### config.mk
export PLATFORM = sky130hd
export DESIGN_NAME = conv_window_gen
export DESIGN_NICKNAME = d
export VERILOG_FILES = /design/src/rtl/conv_window_gen_pkg.sv /design/src/rtl/conv_window_gen_line_buf.sv /design/src/rtl/conv_window_gen.sv
export SDC_FILE = /design/constraint.sdc
export NUM_CORES = 1
export LEC_CHECK = 0
export CAP_MARGIN = 20
export CORE_MARGIN = 1.5
export CORE_UTILIZATION = 25
export DETAILED_ROUTE_END_ITERATION = 8
export SYNTH_ARGS = -nofsm -noshare
export SYNTH_HDL_FRONTEND = slang
export SYNTH_HIERARCHICAL = 1
export SYNTH_SLANG_ARGS = --single-unit
### constraint.sdc
create_clock -name clk -period 5.35 [get_ports clk]
set_input_delay 0.535 -clock clk [delete_from_list [all_inputs] [get_ports clk]]
set_output_delay 0.535 -clock clk [all_outputs]
set_load 0.01 [all_outputs]
### src/rtl/conv_window_gen_pkg.sv
// Shared defaults and FSM encoding for the 3x3 window generator.
package conv_window_gen_pkg;

  localparam int PIXEL_DATA_SIZE = 8;
  localparam int IMG_W_DEF       = 8;
  localparam int IMG_H_DEF       = 8;

  // state    | meaning
  // S_IDLE   | no pixel of the current frame accepted yet
  // S_FILL   | filling line buffers, no complete window yet
  // S_STREAM | every accept at row>=2, col>=2 emits a window
  // S_DRAIN  | last pixel taken, waiting for the final window to be consumed
  typedef enum logic [1:0] {
    S_IDLE   = 2'd0,
    S_FILL   = 2'd1,
    S_STREAM = 2'd2,
    S_DRAIN  = 2'd3
  } state_t;

endpackage

### src/rtl/conv_window_gen_line_buf.sv
// One-line pixel delay: dout is the pixel written DEPTH enables earlier.
module conv_window_gen_line_buf
  import conv_window_gen_pkg::*;
#(
  parameter int DATA_W = PIXEL_DATA_SIZE,
  parameter int DEPTH  = IMG_W_DEF
) (
  input  logic                     clk,
  input  logic                     en,
  input  logic signed [DATA_W-1:0] din,
  output logic signed [DATA_W-1:0] dout
);

  logic signed [DATA_W-1:0] mem_q [DEPTH];
  logic signed [DATA_W-1:0] mem_d [DEPTH];

  always_comb begin
    mem_d = mem_q;
    if (en) begin
      mem_d[0] = din;
      for (int i = 1; i < DEPTH; i++) mem_d[i] = mem_q[i-1];
    end
  end

  // Storage is deliberately unreset; it is always refilled before use.
  always_ff @(posedge clk) begin
    mem_q <= mem_d;
  end

  assign dout = mem_q[DEPTH-1];

endmodule

### src/rtl/conv_window_gen.sv
// Raster pixel stream in, every valid 3x3 window out (row-major win0..win8).
module conv_window_gen
  import conv_window_gen_pkg::*;
#(
  parameter int DATA_W = PIXEL_DATA_SIZE,
  parameter int IMG_W  = IMG_W_DEF,
  parameter int IMG_H  = IMG_H_DEF
) (
  input  logic                     clk,
  input  logic                     rst,
  input  logic                     in_valid,
  output logic                     in_ready,
  input  logic signed [DATA_W-1:0] in_pix,
  output logic                     win_valid,
  input  logic                     win_ready,
  output logic signed [DATA_W-1:0] win0,
  output logic signed [DATA_W-1:0] win1,
  output logic signed [DATA_W-1:0] win2,
  output logic signed [DATA_W-1:0] win3,
  output logic signed [DATA_W-1:0] win4,
  output logic signed [DATA_W-1:0] win5,
  output logic signed [DATA_W-1:0] win6,
  output logic signed [DATA_W-1:0] win7,
  output logic signed [DATA_W-1:0] win8,
  output logic                     frame_done
);

  localparam int CW = $clog2(IMG_W);
  localparam int RW = $clog2(IMG_H);
  localparam logic [CW-1:0] COL_LAST = CW'(IMG_W - 1);
  localparam logic [RW-1:0] ROW_LAST = RW'(IMG_H - 1);
  localparam logic [CW-1:0] COL_TWO  = CW'(2);
  localparam logic [RW-1:0] ROW_TWO  = RW'(2);

  state_t state_q, state_d;
  logic [CW-1:0] col_q, col_d;
  logic [RW-1:0] row_q, row_d;
  logic win_valid_q, win_valid_d;
  logic signed [DATA_W-1:0] hist_q [6];
  logic signed [DATA_W-1:0] hist_d [6];
  logic signed [DATA_W-1:0] win_q  [9];
  logic signed [DATA_W-1:0] win_d  [9];
  logic signed [DATA_W-1:0] nw     [9];
  logic signed [DATA_W-1:0] tap0, tap1;
  logic accept, consume, emit, last_pix;

  assign in_ready = (state_q != S_DRAIN) && (!win_valid_q || win_ready);
  assign accept   = in_valid && in_ready;
  assign consume  = win_valid_q && win_ready;
  assign emit     = accept && (row_q >= ROW_TWO) && (col_q >= COL_TWO);
  assign last_pix = (row_q == ROW_LAST) && (col_q == COL_LAST);

  conv_window_gen_line_buf #(.DATA_W(DATA_W), .DEPTH(IMG_W)) u_line0 (
    .clk  (clk),
    .en   (accept),
    .din  (in_pix),
    .dout (tap0)
  );

  conv_window_gen_line_buf #(.DATA_W(DATA_W), .DEPTH(IMG_W)) u_line1 (
    .clk  (clk),
    .en   (accept),
    .din  (tap0),
    .dout (tap1)
  );

  // hist holds the two rightmost window columns; the leftmost is never needed again.
  always_comb begin
    nw[0] = hist_q[0]; nw[1] = hist_q[1]; nw[2] = tap1;
    nw[3] = hist_q[2]; nw[4] = hist_q[3]; nw[5] = tap0;
    nw[6] = hist_q[4]; nw[7] = hist_q[5]; nw[8] = in_pix;
  end

  always_comb begin
    state_d     = state_q;
    col_d       = col_q;
    row_d       = row_q;
    hist_d      = hist_q;
    win_d       = win_q;
    win_valid_d = win_valid_q;

    if (accept) begin
      if (col_q == COL_LAST) begin
        col_d = '0;
        row_d = (row_q == ROW_LAST) ? '0 : row_q + RW'(1);
      end else begin
        col_d = col_q + CW'(1);
      end
      for (int i = 0; i < 3; i++) begin
        hist_d[2*i]   = nw[3*i+1];
        hist_d[2*i+1] = nw[3*i+2];
      end
    end

    // A load in the same cycle as a consume takes priority.
    if (emit) begin
      win_d       = nw;
      win_valid_d = 1'b1;
    end else if (consume) begin
      for (int i = 0; i < 9; i++) win_d[i] = '0;
      win_valid_d = 1'b0;
    end

    case (state_q)
      S_IDLE:   if (accept) state_d = S_FILL;
      S_FILL:   if (accept && row_q == ROW_TWO && col_q == COL_TWO) state_d = S_STREAM;
      S_STREAM: if (accept && last_pix) state_d = S_DRAIN;
      S_DRAIN:  if (consume) state_d = S_IDLE;
      default:  state_d = S_IDLE;
    endcase
  end

  always_ff @(posedge clk or negedge rst) begin
    if (!rst) begin
      state_q     <= S_IDLE;
      col_q       <= '0;
      row_q       <= '0;
      win_valid_q <= 1'b0;
      for (int i = 0; i < 6; i++) hist_q[i] <= '0;
      for (int i = 0; i < 9; i++) win_q[i]  <= '0;
    end else begin
      state_q     <= state_d;
      col_q       <= col_d;
      row_q       <= row_d;
      win_valid_q <= win_valid_d;
      hist_q      <= hist_d;
      win_q       <= win_d;
    end
  end

  assign win_valid  = win_valid_q;
  assign frame_done = (state_q == S_DRAIN) && consume;
  assign win0 = win_q[0];
  assign win1 = win_q[1];
  assign win2 = win_q[2];
  assign win3 = win_q[3];
  assign win4 = win_q[4];
  assign win5 = win_q[5];
  assign win6 = win_q[6];
  assign win7 = win_q[7];
  assign win8 = win_q[8];

endmodule

Word level (Yosys, flattened, before mapping):

Cells that the tools add are included.

* $add $sub $neg: 2
* order comparisons: 2
* equality and inequality tests: 12
* mux-type cells: 11
* reductions and logical operators: 16

Operators by type and width (count)
* $mux 72: 2
* $logic_and 1x1->1: 10
* $ne 2x2->1 const B: 5
* $mux 2: 4
* $pmux 2 s4: 1
* $add 3x1->3 const B: 2
* $eq 3x2->1 const B: 2
* $eq 3x3->1 const B: 2
* $ge 3x2->1 const B: 2
* $mux 3: 2
* $eq 2x2->1 const B: 2
* $reduce_and 4->1: 1
* $eq 2x1->1 const B: 1
* $logic_not 2->1: 1
* $mux 1: 2
* $reduce_and 2->1: 1
* $reduce_bool 2->1: 1
* $logic_not 1->1: 1
* $logic_or 1x1->1: 1

* flip-flop bits (word level): 257
* input bits: 12
* output and inout port bits: 75
* logic and storage cells: 78

Depth between registers and ports, before layout:

* depth after elaboration: 8
* gate-level depth with buffers: 7

Cells and area by module:

Netlist, hierarchy kept.

Modules (own cells, without submodules)
* conv_window_gen: times used 1, cells each 421, area each 4997.3 um^2, sequential area each 3228.1 um^2
* conv_window_gen_line_buf: times used 2, cells each 72, area each 1981.9 um^2, sequential area each 1921.8 um^2

Least setup slack after synthesis:

No wires, ideal clock.

* kind: register to register
* start point: register state_q[0]
* end point: register u_line0.mem_q, in the netlist u_line0/dout[0] (enable)
* setup time: 0.543 ns
* arrival time: 4.642 ns
* slack: 0.165 ns
* stages on the path, launching flop included: 6
* buffers on the path: 1
* period minus slack after synthesis: 5.185 ns
* cells stage by stage: dfrtp_1 -> ha_1 -> nor2b_4 -> nand2_4 -> inv_2 -> clkbuf_1

* longest elaborated chain between the ends: 3

Ends and longest elaborated chain
* start: declaration: RTL line conv_window_gen.sv:35 `state_t state_q, state_d;`
* start signal: assignment: RTL line conv_window_gen.sv:122 `state_q <= state_d;`
* $ne 2x2->1: RTL line conv_window_gen.sv:47 `assign in_ready = (state_q != S_DRAIN) && (!win_valid_q || win_ready);`
* $logic_and 1x1->1: RTL line conv_window_gen.sv:47
* $logic_and 1x1->1: RTL line conv_window_gen.sv:48 `assign accept = in_valid && in_ready;`
* via accept: RTL line conv_window_gen.sv:45 `logic accept, consume, emit, last_pix;`
* end signal: assignment: RTL line conv_window_gen_line_buf.sv:27 `mem_q <= mem_d;`
* end: declaration: RTL line conv_window_gen_line_buf.sv:14 `logic signed [DATA_W-1:0] mem_q [DEPTH];`

The timed path passes the listed nets, and every way through them passes these cells.
A chain may end at the register's enable or synchronous reset.

Final worst setup path:

* start point: register state_q[1]
* end point: register win_q, in the netlist win1[6]

* longest elaborated chain between the ends: 6

Ends and longest elaborated chain
* $ne 2x2->1 *: RTL line conv_window_gen.sv:47
* $logic_and 1x1->1 *: RTL line conv_window_gen.sv:47
* $logic_and 1x1->1 *: RTL line conv_window_gen.sv:48
* $logic_and 1x1->1 * (2 in a row): RTL line conv_window_gen.sv:50 `assign emit = accept && (row_q >= ROW_TWO) && (col_q >= COL_TWO);`
* $mux 72 or $reduce_bool 2->1 (tied branches)
* end signal: assignment: RTL line conv_window_gen.sv:127 `win_q <= win_d;`
* end: declaration: RTL line conv_window_gen.sv:41 `logic signed [DATA_W-1:0] win_q [9];`

Every way passes the cells marked *; elsewhere a longest branch is shown, timed or not.

==> results.yml <==
clock_network:
  cts_root_buf: "clkbuf_16"
  cts_buffer_depth: 3
  htree_levels: 1
  ctsResizeCount: 0
  cts_buffers: 25
  clkLatencyLatePin_ns: 0.51
  cts.sinks: 257
  cts_tree: "yes"
  cts_hold_buf: 0
  clk_pin_slew_worst_paths_ns: 0.06
  post_cts_buffers: 0
die:
  floorplan.initialDensity_pct: 25.32
  die_h_microns: 192.3
  io_pins: 87
  die_w_microns: 192.3
  die_area_sq_um: 36990
  fp.coreArea_sq_um: 35400
  rows: 69
route:
  met2_length_microns: 6697
  wl_met3_microns: 1319
  via_per_inst: 4.100
  top_layer_used: "met4"
  drtAntennaViolNets: 0
  via_count: 4592
  met1Wirelength_microns: 7692
  first_iter_violations: 308
  drc: 0
  drt-wirelength-per-cell_microns: 14.33
  drt_pass1_iterations: 4
  routed_wirelength_microns: 16050
global_routing:
  grt_max_degree: 92
  antenna_found_initial: 0
  grt_pass1_wl_microns: 26540
  overflow: 0
  grt_use_total_pct: 8.980
  first_global_vias: 4806
synth:
  syn_nets: 588
  synth_edf_count: 128
  synth.cells.most_frequent: "151 x nand2_1, 129 x dfrtp_1, 128 x edfxtp_1"
  synth_ff_type: "dfrtp_1"
  yosys_warnings: 6
  yosysMostFrequentCell: "nand2_1"
  synth_top_area_share_pct: 42.89
  syn_avg_cell_area_sq_um: 15.86
  netlist_instances: 565
  ys_ff_latch: 257
  syn_area_sq_um: 8961
  synth.area.top_cells: "edfxtp_1 43%, dfrtp_1 36%, a22o_1 7.0%"
  synth_async_sr_flop_share_pct: 50.19
  synth_cell_types: 33
  yosys.area.top_type: "edfxtp_1"
  ys_seq_area_share_pct: 78.92
timing:
  slew_viol_final: 0
  layout_worst_path_cycle_share_pct: 54.86
  relSlewSlack_pct: 31.03
  skew_ns: 0.01141
  fmax_ghz: 0.3407
  tns_ns: 0
  setup_viol: 0
  whs_ns: 0.02962
  hold_viol: 0
  rsz0062_at_grt: "false"
  setup_ws_ns: 2.415
  fin_crit_ns: 2.935
  worst_pin_slew_ns: 1.035
worst_setup_path:
  reg2reg_from: "state_q[1]"
  r2r-end: "win1[6]"
  cp-start-kind: "flop"
  crit_arrival_ns: 3.38
  cp_cell_sequence: "ha_1 > nor2b_4 > nand2_4 > o31a_2 > buf_4 > a22o_1"
  r2r_cells: 6
  cp_slowest_stage_delay_ns: 0.95
  cp.required_ns: 5.79
  worstPathMaxFanout: 55
  timing.critical_path.from: "state_q[1]"
  worstSetupPathType: "flop to flop"
  endpoint_kind: "flop"
  reg2reg_slack_ns: 2.42
  crit_path_end: "win1[6]"
  slowest_stage: "o31a_2"
power_and_ir_drop:
  power_leakage_nw: 4.548
  seqPwrFrac_pct: 49.0
  p_switching_mw: 1.927
  pwr-share-comb_pct: 23.3
  p_per_area_nw_per_um2: 609.5
  total_power_mw: 6.697
  p_clk_share_pct: 27.8
  switching_share_pct: 28.78
  vdd_ir_drop_max_uv: 288.4
  intPower_mw: 4.770
placement:
  io_buffers: 86
  dp_hpwl_microns: 9140
  place_congestion: 0.7326
  dp_cells: 1075
  place_ws_ns: 1.862
run_status:
  status: "finished clean"
finish:
  nets: 664
  diodes: 0
  finalNonFillerCells: 1120
  area_growth_pct: 22.61
  top_regs: "u_line0/mem_q x56, u_line1/mem_q x56, hist_q x48"
  drive_gt1_share_pct: 6.980
worst_hold_path:
  min_path_type: "primary input to asynchronous set/reset pin"
flow_run:
  cap_violations: 0
## logic make-up after synthesis
kind of cell    synth area share [%]
simple gates                   7.721
buf+inv                        3.854
compound gates                 7.721
fa+ha+maj                      1.536
flops                          78.92
mux                           0.2513
## cell usage in the layout (no fill, tap or decap), drive strengths merged
cell type      count
nand2            152
dfrtp            129
edfxtp           128
clkdlybuf4s50     85
a22o              72
clkbuf            30
ha                11
clkinv             8
bufinv             6
inv                5
buf                5
nor3               4
o21ai              3
nor2               2
nand3              2
nand2b             2
nor2b              2
mux2               2
and3               1
o31a               1
o22ai              1
nand4bb            1
a22oi              1
o31ai              1
a32oi              1
or3                1
a21o               1
or2                1
clkinvlp           1
## layer usage
metal | GRT usage [%] | up-vias
li1 | - | 2142
met1 | 12.68 | 2289
met2 | 13.27 | 132
met3 | 2.910 | 29
met4 | 2.236 | 0
met5 | 0 | -
## layout make-up
type / instances / area (sq um)
Tap cell: 461 / 576.8
Clock inverter: 15 / 220.2
Clock buffer: 30 / 644.4
Fill cell: 3494 / 24410
Inverter: 5 / 23.77
Sequential cell: 257 / 7072
Timing Repair Buffer: 90 / 904.6
Multi-Input combinational cell: 262 / 1545
## power groups by stage
stage / clock, mW / combinational, mW / sequential [mW]
final: 1.86 / 1.56 / 3.28
after global routing: 1.99 / 1.76 / 3.37
after CTS: 1.91 / 1.60 / 3.29
after floorplan: 0 / 0.971 / 3.33
after detailed placement: 0 / 1.59 / 3.32
after global placement: 0 / 1.55 / 3.30
## how the worst min path moves through the flow
stage                            startpoint           endpoint  slack, ns  cells past startpoint
after detailed placement  u_line0/mem_q[15]    u_line0/dout[7]       0.40                      0
after CTS                               rst            win8[4]       0.06                      1
final                                   rst            win6[4]       0.03                      1
after global placement    u_line1/mem_q[32]  u_line1/mem_q[24]       0.40                      0
after floorplan                         rst           col_q[0]       0.24                      0
after global routing                    rst            win6[4]       0.08                      1
## per-stage QoR
step / cell area, sq um / util [%]
detailed placement: 10120 / 28.60
floorplan: 8961 / -
finish: 10990 / 31.04
CTS: 10990 / 31.04
global route: 10990 / 31.04
global placement: 10120 / 28.60
## critical path, delay by kind of cell, from the launching register on
family | cells | cell delay [ns]
flip-flops | 1 | 0.39
adder cells (fa/ha/maj) | 1 | 0.29
AO/OA/AOI/OAI | 2 | 1.13
AND/OR/NAND/NOR | 2 | 0.59
buffers and inverters | 1 | 0.44
Power figures use the tool's default switching activity.
